[src/rtl/reg_write_arbiter.sv]
// ============================================================================
// Module   : reg_write_arbiter
// Purpose  : Round-robin write arbiter and sole writer of one shared register.
//            Optional owner lock is built when REGARB_LOCK_EN is defined.
// Revision : 1.0 - initial release
// ============================================================================
`default_nettype none

module reg_write_arbiter #(
  parameter int N     = 4,
  parameter int WIDTH = 8,
  parameter int CNT_W = 16
) (
  input  logic               clk,
  input  logic               rst_n,
  input  logic [N-1:0]       req,
  input  logic [N*WIDTH-1:0] wdata,
`ifdef REGARB_LOCK_EN
  input  logic [N-1:0]       lock,
`endif
  output logic [N-1:0]       gnt,
  output logic [WIDTH-1:0]   q,
  output logic               q_valid,
  output logic               busy,
  output logic [CNT_W-1:0]   wr_count
);

  localparam int c_IW = (N > 1) ? $clog2(N) : 1;

`ifdef REGARB_LOCK_EN
  typedef enum logic [1:0] {ST_IDLE = 2'd0, ST_WRITE = 2'd1, ST_LOCKED = 2'd2} state_t;
`else
  typedef enum logic [1:0] {ST_IDLE = 2'd0, ST_WRITE = 2'd1} state_t;
`endif

  state_t             r_state;
  logic [c_IW-1:0]    r_last;
  logic [N-1:0]       r_gnt;
  logic [WIDTH-1:0]   r_q;
  logic               r_q_valid;
  logic               r_busy;
  logic [CNT_W-1:0]   r_count;
`ifdef REGARB_LOCK_EN
  logic [c_IW-1:0]    r_owner;
  logic               w_lock_hold;
`endif

  logic [N-1:0]       w_req_eff;
  logic               w_any;
  logic               w_found;
  logic [c_IW-1:0]    w_idx;
  logic [c_IW-1:0]    w_win;
  logic [N-1:0]       w_onehot;
  logic [WIDTH-1:0]   w_data;

  always_comb begin
    w_req_eff = req;
`ifdef REGARB_LOCK_EN
    // While the owner keeps both req and lock high, nobody else is visible.
    w_lock_hold = (r_state == ST_LOCKED) && req[r_owner] && lock[r_owner];
    if (w_lock_hold) begin
      w_req_eff          = '0;
      w_req_eff[r_owner] = 1'b1;
    end
`endif
    w_any   = |w_req_eff;
    w_found = 1'b0;
    w_idx   = r_last;
    w_win   = r_last;
    // Scan starts just after the last winner, so it has lowest priority.
    for (int k = 1; k <= N; k++) begin
      w_idx = c_IW'((int'(r_last) + k) % N);
      if (!w_found && w_req_eff[w_idx]) begin
        w_found = 1'b1;
        w_win   = w_idx;
      end
    end
    w_onehot        = '0;
    w_onehot[w_win] = 1'b1;
    w_data          = '0;
    for (int i = 0; i < N; i++) begin
      if (w_win == c_IW'(i)) w_data = wdata[i*WIDTH +: WIDTH];
    end
  end

  always_ff @(posedge clk or negedge rst_n) begin
    if (!rst_n) begin
      r_state   <= ST_IDLE;
      r_last    <= c_IW'(N - 1);
      r_gnt     <= '0;
      r_q       <= '0;
      r_q_valid <= 1'b0;
      r_busy    <= 1'b0;
      r_count   <= '0;
`ifdef REGARB_LOCK_EN
      r_owner   <= '0;
`endif
    end else if (w_any) begin
      r_q       <= w_data;
      r_gnt     <= w_onehot;
      r_last    <= w_win;
      r_q_valid <= 1'b1;
      r_busy    <= 1'b1;
      if (r_count != '1) r_count <= r_count + 1'b1;
      r_state   <= ST_WRITE;
`ifdef REGARB_LOCK_EN
      // Locked grants keep last at the owner, so unlock needs no pointer fix-up.
      if (lock[w_win]) begin
        r_state <= ST_LOCKED;
        r_owner <= w_win;
      end
`endif
    end else begin
      r_gnt   <= '0;
      r_busy  <= 1'b0;
      r_state <= ST_IDLE;
    end
  end

  assign gnt      = r_gnt;
  assign q        = r_q;
  assign q_valid  = r_q_valid;
  assign busy     = r_busy;
  assign wr_count = r_count;

endmodule

`default_nettype wire

[config.mk]
export PLATFORM = sky130hd
export DESIGN_NAME = reg_write_arbiter
export DESIGN_NICKNAME = d
export VERILOG_FILES = /design/src/rtl/reg_write_arbiter.sv
export SDC_FILE = /design/constraint.sdc
export NUM_CORES = 1
export LEC_CHECK = 0
export CAP_MARGIN = 10
export CORE_MARGIN = 10
export CORE_UTILIZATION = 47
export CTS_CLUSTER_SIZE = 24
export DETAILED_ROUTE_END_ITERATION = 6
export PLACE_DENSITY = 0.85
export SYNTH_ARGS = -nofsm -noshare
export SYNTH_HDL_FRONTEND = slang
export SYNTH_SLANG_ARGS = --single-unit
[constraint.sdc]
create_clock -name clk -period 2.7 [get_ports clk]
set_input_delay 0.405 -clock clk [delete_from_list [all_inputs] [get_ports clk]]
set_output_delay 0.405 -clock clk [all_outputs]
set_load 0.03 [all_outputs]
# Yosys cells after proc, flatten, opt, wreduce, memory -nomap -nowiden
# Cells that the tools add are included.
# op_classes
magnitude_cmp	6
muxes	23
n_eq_ne	4
reduce_logical	10
n_addsub	5
# op_table
cell	n
8-bit 2-to-1 mux	4
16-bit by 1-bit adder with 16-bit output, second input constant	1
16-bit inequality test, second input constant	1
2-bit by 3-bit < comparator with 1-bit output, second input constant	5
1-bit 2-to-1 mux	9
1-bit binary-select mux with 2-bit select	4
2-bit 2-to-1 mux	4
2-bit by 1-bit adder with 2-bit output, second input constant	2
2-bit adder, second input constant	2
2-bit equality test, second input constant	2
1-bit logical AND	4
4-bit 2-to-1 mux	1
4-bit OR reduction	1
1-bit logical NOT	3
1-bit demux with 2-bit select	1
2-bit by 1-bit equality test with 1-bit output, second input constant	1
2-bit by 1-bit >= comparator with 1-bit output, second input constant	1
2-bit logical NOT	1
2-bit AND reduction	1
# word_totals
output_inout_bits	30
word_cells	54
input_bits	38
regBits	32

# Logic depth before layout (Yosys ltp)
# Gate-level depths: netlist of the first run.
# logic_depth
ltp_word	18
mapped_depth	8

# Worst setup path after synthesis of the first run
# No wires, ideal clock.
# synth_path
kind	register to register
start	reg r_count[0] (netlist: wr_count[0])
end	reg r_count[15] (netlist: wr_count[15])
stages_incl_launch_ff	7
n_path_buf	0
arrival_ns	1.703
period_less_slack_ns	1.836
t_required_ns	2.566
slack_ns	0.864
setup_time_ns	0.134
cell_sequence	dfrtp_1 -> ha_1 -> and3_1 -> and2_1 -> a211oi_1 -> nand3_1 -> xnor2_1
# synth_between
elab_chain_cells	2
word_cells_on_any_way	3
classes_between	add/sub (1); eq/ne (1); reduce/logical (1)
# synth_lines
item	line	rtl
start: declaration	42	logic [CNT_W-1:0] r_count;
start signal: assignment	104	if (r_count != '1) r_count <= r_count + 1'b1;
branches (longest 2 deep; another with 16-bit by 1-bit adder with 16-bit output)	--	
# Parallel ways; which one is timed is not known.
# A chain may end at the register's enable or synchronous reset.

# Worst setup path in the final report of the first run
# layout_path
start	in req[1]
end	reg r_q[0] (netlist: q[0])
# layout_between
elab_chain_cells	17
word_cells_on_any_way	30
classes_between	eq/ne (3); mux (19); reduce/logical (8)
# layout_lines
item	line	rtl
start: declaration	16	input logic [N-1:0] req,
1-bit binary-select mux with 2-bit select	73	if (!w_found && w_req_eff[w_idx]) begin
1-bit 2-to-1 mux (not written as such)	73	
1-bit 2-to-1 mux	73	
1-bit logical NOT	73	
1-bit logical AND	73	
1-bit 2-to-1 mux	73	
1-bit logical NOT	73	
1-bit logical AND	73	
1-bit 2-to-1 mux	73	
1-bit logical NOT	73	
1-bit logical AND	73	
2-bit 2-to-1 mux	73	
2-bit logical NOT	82	if (w_win == c_IW'(i)) w_data = wdata[i*WIDTH +: WIDTH];
8-bit 2-to-1 mux (4 in series)	82	
end signal: assignment	99	r_q <= w_data;
end: declaration	39	logic [WIDTH-1:0] r_q;
# Parallel ways exist; a longest one is shown, timed or not. The select of a mux whose other input is x is not followed.

==> summary.txt, run 1 <==
Logic synthesis
  – Syn_nets: 208
  – Post-synthesis cell area: 1710 µm²
  – Adder-cell share of the synthesized area: 0.730%
  – Syn. warnings: 0
  – Post-synth ARST share: 100%
  – Netlist cell types: 38
  – Post-synthesis simple-gate area fraction: 23.1%
  – Multiplexer share of the synthesized area: 1.24%
  – Post-synth EDFFs: 0
  – Largest family of logic cells by synthesized area: simple AND/OR/NAND/NOR gates
  – Syn Inst Count: 169
  – Synth Area in Compound Gates: 17.9%
  – Avg Inst Size Synth: 10.1 µm²
  – Synth Register Bits: 32
  – Synth Area in XOR/XNOR: 7.15%
  – Sequential fraction of the synthesis area: 46.9%
  – Main synth FF type: dfrtp_1

Pwr
  – Sequential Power Share: 31.1%
  – Peak VDD IR: 0.000725 V
  – P_sw: 1.08 mW
  – P_leak: 1.02 nW
  – Combinational power share: 51.6%
  – Clock power frac: 17.4%
  – PD cells: 1020 nW/µm²
  – Internal power: 1.51 mW
  – Switching share of power: 41.7%
  – Total power: 2.60 mW

Global routing
  – Initial antenna violation count: 0
  – First-pass GRT wire length: 7480 µm
  – GR Overflow Total: 0
  – Number of global-route vias before repair: 1,631
  – Largest net degree at the start of global routing: 33
  – Total track usage: 14.6%

Drt
  – Initial drt markers: 58
  – DRC Markers: 0
  – Post-DRT Antenna Nets: 0
  – Overall routed net length: 4540 µm
  – Post-DR wirelength/cell: 15.8 µm
  – Vias per cell: 5.27
  – Drt pass-1 iters: 4
  – Via count: 1,519

Setup path
  – Setup CP Type: in -> reg
  – Crit path required time: 2.89 ns
  – Worst Setup End Kind: register
  – CP Launch Type: input port
  – Crit path DAT: 2.22 ns
  – Worst-path fanout max: 10
  – Worst reg2reg setup slack: 0.84 ns

Cells and area
  – Area growth syn-to-layout: 48.2%
  – Utilization after layout: 73.8%
  – Nets: 280
  – Filler instances: 250
  – # diodes: 0
  – Finished layout cell area: 2540 µm²
  – Layout cells sized above 1: 16.1%

Clocking
  – Post-cts resize count: 0
  – Hold_buf cts: 0
  – Longest Clk Path Bufs: 2
  – Number of H-tree levels: 2
  – CTS tree: yes
  – TritonCTS Buffers: 5
  – Clock slew seen by the registers of the worst setup and hold paths: 0.07 ns
  – # clock sinks: 32
  – Post-CTS Setup Bufs: 0
  – Clk root buf: clkbuf_8
  – Skew-Pair Late Insertion Delay: 0.29 ns

Timing
  – Max Transition Viols Final: 0
  – Fmax: 494 MHz
  – Worst Hold Slack: 0.474 ns
  – Final TNS setup: 0 ns
  – Fin. Hold Viols: 0
  – Worst Clk Skew: 0.0123 ns
  – Measured slew at the worst slew-check pin: 0.448 ns
  – RSZ-0062 raised after global routing: false
  – Slew headroom: 70.2%
  – Period utilisation layout: 75.0%
  – Crit path time final: 2.02 ns
  – # setup viols final: 0

Die
  – Initial core utilization: 49.8%
  – Die area: 6460 µm²
  – Core area: 3440 µm²
  – Die W: 80.4 µm
  – Die extent in y: 80.4 µm
  – # rows: 21
  – I/O Pins: 68

Placed design
  – I/O Buffers: 67
  – DP HPWL: 3650 µm
  – DP Area: 2430 µm²
  – Global placer's final weighted congestion: 0.796

Outcome
  – Outcome: finished, final reports clean

Job
  – MaxCap Viol Count: 0

Min path
  – Hold/Removal Path Class: reg -> reg
layout make-up:
cell class	instances	area, µm²	share of cell area [%]
Multi-Input combinational cell	128	860	33.8
Sequential cell	32	803	31.6
Timing Repair Buffer	70	693	27.3
Clock buffer	5	68.8	2.71
Tap cell	46	57.6	2.27
Clock inverter	3	42.5	1.67
Inverter	4	15.0	0.591
per-stage QoR:
step,cells,worst slack [ns]
finish,288,0.676
global route,288,0.541
CTS,288,0.672
detailed placement,280,0.417
global placement,280,0.486
floorplan,169,0.864
final timing paths:
path | startpoint | endpoint | cells past startpoint
setup / recovery | req[1] | q[0] | 6
hold / removal | q_valid | q_valid | 1
setup reg to reg | r_last[1] | q[0] | 5
hold reg to reg | q_valid | q_valid | 1
max in group asynchronous | rst_n | r_last[1] | 2
min in group asynchronous | rst_n | gnt[0] | 2
power by group through the flow:
stage / clock [mW] / combinational (mW) / sequential, mW
floorplan: 0 / 0.598 / 1.07
global placement: 0 / 1.32 / 0.811
detailed placement: 0 / 1.35 / 0.809
CTS: 0.457 / 1.36 / 0.807
global route: 0.476 / 1.45 / 0.836
finish: 0.451 / 1.34 / 0.806
per-layer routing:
layer,track usage [%],vias to the layer above,part of all wire [%]
met1,15.9,712,40
met4,5.28,0,1.5
met3,7.80,9,10
met5,0,-,0
met2,23.7,57,48
li1,-,741,-
registers in the layout (all words and copies together), names as in the netlist:
register  cells
busy          1
q_valid       1
gnt           4
q             8
wr_count     16
r_last        2
cell usage in the layout, fill, tap and decap left out, types with 4 or more instances in the layout:
| cell type | n |
|---|---|
| nor2_1 | 12 |
| xnor2_1 | 10 |
| clkbuf_8 | 5 |
| xor2_1 | 4 |
| o21ai_0 | 9 |
| a21oi_2 | 8 |
| a211oi_2 | 7 |
| dfrtp_1 | 30 |
| and2_1 | 4 |
| nand2_1 | 14 |
| a21oi_1 | 4 |
| o21a_1 | 4 |
| clkdlybuf4s50_1 | 67 |
| nand2b_1 | 4 |
| nand3_1 | 16 |
| and3_1 | 9 |
Yosys cell counts (2+ instances only):
cell type / instances / area share (%)
a211oi_1: 2 / 0.88
a211oi_2: 7 / 5.1
a21oi_1: 4 / 1.2
a21oi_2: 8 / 4.1
and2_1: 4 / 1.5
and3_1: 9 / 3.3
buf_2: 2 / 0.58
buf_4: 2 / 0.88
dfrtp_1: 30 / 44
dfstp_2: 2 / 3.1
inv_1: 2 / 0.44
inv_2: 2 / 0.44
nand2_1: 14 / 3.1
nand2b_1: 4 / 1.5
nand3_1: 16 / 4.7
nand4_1: 3 / 1.1
nor2_1: 12 / 2.6
nor3_1: 2 / 0.58
nor3_2: 2 / 1.2
o21a_1: 4 / 1.8
o21ai_0: 9 / 2.6
xnor2_1: 10 / 5.1
xor2_1: 4 / 2.0
critical path, cell delays in order:
cell and delay, ns:
clkdlybuf4s50_1 0.62, mux2i_1 0.13, o21ai_0 0.29, or2_1 0.44
a21oi_1 0.09, a211oi_1 0.24
cell families (layout without fill, tap and decap cells):
family                   Yosys count  in the layout
adder cells (fa/ha/maj)            1              1
XOR/XNOR                          14             14
flip-flops                        32             32
buffers and inverters              9             82
AND/OR/NAND/NOR                   74             74
multiplexers                       2              2
AO/OA/AOI/OAI                     37             37
No activity file was read; power rests on OpenSTA's default activity.
==> run 2: changes to the inputs <==
CORE_UTILIZATION = 43   (was 47)
PLACE_DENSITY = 0.78   (was 0.85)
clock period = 2 ns   (was 2.7 ns; I/O delays follow)
==> run 2 against run 1 <==
Largest cell class unchanged. Combinational power grew 40%. Count of clock-buffer cells in the layout grew 3. Final cell count grew 3.8%. Non-clock buffer count grew 9. Sequential power grew 34%. Critical path type is now reg -> reg. Final area grew 2.5%. Critical endpoint is now wr_count[1]. Via count grew 3.2%. Wire length grew 7.8%. Utilization shrank 4.2 points. Hold slack lost 0.051 ns. Critical path depth shrank 1. Die area grew 6.9%.
==> summary.txt, run 2 (synthesis results as in run 1) <==
Timing
  – # setup viols final: 0 (unchanged)
  – Slew headroom: 71.6% (was 70.2%)
  – Max Transition Viols Final: 0 (unchanged)
  – PnR worst setup slack: 0.178 ns (was 0.676 ns)
  – Fin. Hold Viols: 0 (unchanged)
  – Fmax: 549 MHz
  – Final TNS setup: 0 ns (unchanged)
  – Worst Clk Skew: 0.00710 ns (was 0.0123 ns)
  – RSZ-0062 raised after global routing: false (unchanged)
  – Worst Hold Slack: 0.422 ns (was 0.474 ns)
  – Measured slew at the worst slew-check pin: 0.423 ns (was 0.448 ns)
  – Crit path time final: 1.82 ns
  – Period utilisation layout: 91.1%

Cells and area
  – Nets: 289 (was 280)
  – Commonest non-fill, non-tap cell in the layout: clkdlybuf4s50_1 (unchanged)
  – Max FFs per register: 16 (unchanged)
  – Non-filler cells, final: 299 (was 288)
  – # diodes: 0 (unchanged)
  – Area growth syn-to-layout: 51.9% (was 48.2%)
  – Layout cells sized above 1: 19.1% (was 16.1%)
  – Most frequent cells in the layout: clkdlybuf4s50_1 (67), dfrtp_1 (30), nand3_1 (16) (unchanged)
  – Finished layout cell area: 2600 µm² (was 2540 µm²)
  – Utilization after layout: 69.6% (was 73.8%)

Drt
  – Initial drt markers: 78 (was 58)
  – Via count: 1,568 (was 1,519)
  – Post-DR wirelength/cell: 16.4 µm (was 15.8 µm)
  – Vias per cell: 5.24 (was 5.27)
  – DRC Markers: 0 (unchanged)
  – Post-DRT Antenna Nets: 0 (unchanged)
  – Drt pass-1 iters: 4 (unchanged)
  – Overall routed net length: 4900 µm (was 4540 µm)

Setup path
  – Worst reg2reg setup slack: 0.18 ns (was 0.84 ns)
  – Worst-path cell chain: ha_1, and3_1, and2_1, a21oi_2, mux2_1 (was clkdlybuf4s50_1, mux2i_1, o21ai_0, or2_1, a21oi_1, a211oi_1)
  – Crit path required time: 2.16 ns (was 2.89 ns)
  – Crit-path leading delay family: flip-flops (was buffers and inverters)
  – CP Buf/Inv Count: 0 (was 1)
  – Crit path DAT: 1.99 ns (was 2.22 ns)
  – Worst-path fanout max: 6 (was 10)
  – Worst Setup End Kind: register (unchanged)
  – Reg-to-Reg Start: wr_count[0] (was r_last[1])
  – Setup CP Type: reg -> reg (was in -> reg)
  – CP Launch Type: register (was input port)
  – Worst r2r path cells: 5 (unchanged)
  – CP max-delay cell: dfrtp_1 (was clkdlybuf4s50_1)
  – Reg2reg end: wr_count[1] (was q[0])
  – Max stage delay on crit path: 0.43 ns (was 0.62 ns)

Pwr
  – Total power: 3.51 mW (was 2.60 mW)
  – PD cells: 1350 nW/µm² (was 1020 nW/µm²)
  – P_leak: 1.05 nW (was 1.02 nW)
  – Peak VDD IR: 0.000864 V (was 0.000725 V)

Clocking
  – # clock sinks: 32 (unchanged)
  – Clk root buf: clkbuf_8 (unchanged)
  – Post-CTS Setup Bufs: 0 (unchanged)
  – Longest Clk Path Bufs: 2 (unchanged)
  – Skew-Pair Late Insertion Delay: 0.28 ns (was 0.29 ns)
  – TritonCTS Buffers: 5 (unchanged)
  – Clock slew seen by the registers of the worst setup and hold paths: 0.07 ns (about the same)
  – CTS tree: yes (unchanged)
  – Number of H-tree levels: 2 (unchanged)
  – Hold_buf cts: 0 (unchanged)
  – Post-cts resize count: 0 (unchanged)

Min path
  – Hold/Removal Path Class: in -> async (was reg -> reg)

Global routing
  – GR Overflow Total: 0 (unchanged)
  – Initial antenna violation count: 0 (unchanged)
  – First-pass GRT wire length: 8030 µm (was 7480 µm)
  – Total track usage: 13.9% (was 14.6%)
  – Number of global-route vias before repair: 1,577 (was 1,631)
  – Largest net degree at the start of global routing: 33 (unchanged)

Die
  – I/O Pins: 68 (unchanged)
  – Core area: 3740 µm² (was 3440 µm²)
  – Initial core utilization: 45.8% (was 49.8%)
  – Die extent in y: 83.1 µm (was 80.4 µm)
  – Die area: 6910 µm² (was 6460 µm²)
  – # rows: 22 (was 21)
  – Die W: 83.1 µm (was 80.4 µm)

Placed design
  – I/O Buffers: 67 (unchanged)
  – Global placer's final weighted congestion: 0.810 (was 0.796)
  – Dpl ws: -0.0572 ns (was 0.417 ns)
  – Cells after DPL: 291 (was 280)
  – DP Area: 2500 µm² (was 2430 µm²)
  – DP HPWL: 3800 µm (was 3650 µm)

Outcome
  – Outcome: finished, final reports clean (unchanged)

Job
  – MaxCap Viol Count: 0 (unchanged)
-- run 2: worst max path at each step --
stage	startpoint	to	depth (start not counted)	slack (ns)
after floorplan	wr_count[0]	wr_count[15]	6	0.16
after global placement	req[3]	q[1]	7	-0.03
after detailed placement	req[3]	q[1]	7	-0.06
after CTS	wr_count[0]	wr_count[15]	6	0.12
after global routing	wr_count[0]	wr_count[1]	5	0.06
final	wr_count[0]	wr_count[1]	5	0.18
-- run 2: routing by layer --
metal	GRT usage (%)	wire length, µm	vias to the layer above
met2	23.3	2520	44
met4	4.92	75	0
li1	-	-	760
met5	0	0	-
met1	16.2	2020	757
met3	4.20	277	7
-- run 2: cell type report --
| class | count | area (µm²) |
|---|---|---|
| Fill cell | 316 | 1140 |
| Tap cell | 48 | 60.1 |
| Sequential cell | 32 | 803 |
| Multi-Input combinational cell | 128 | 865 |
| Inverter | 4 | 15.0 |
| Clock buffer | 8 | 100 |
| Timing Repair Buffer | 79 | 761 |
-- run 2: report_power, final --
group,switching (mW),internal [mW],total [mW]
sequential,0.192,0.890,1.08
clock,0.233,0.314,0.547
combinational,1.03,0.851,1.88
total,1.45,2.06,3.51
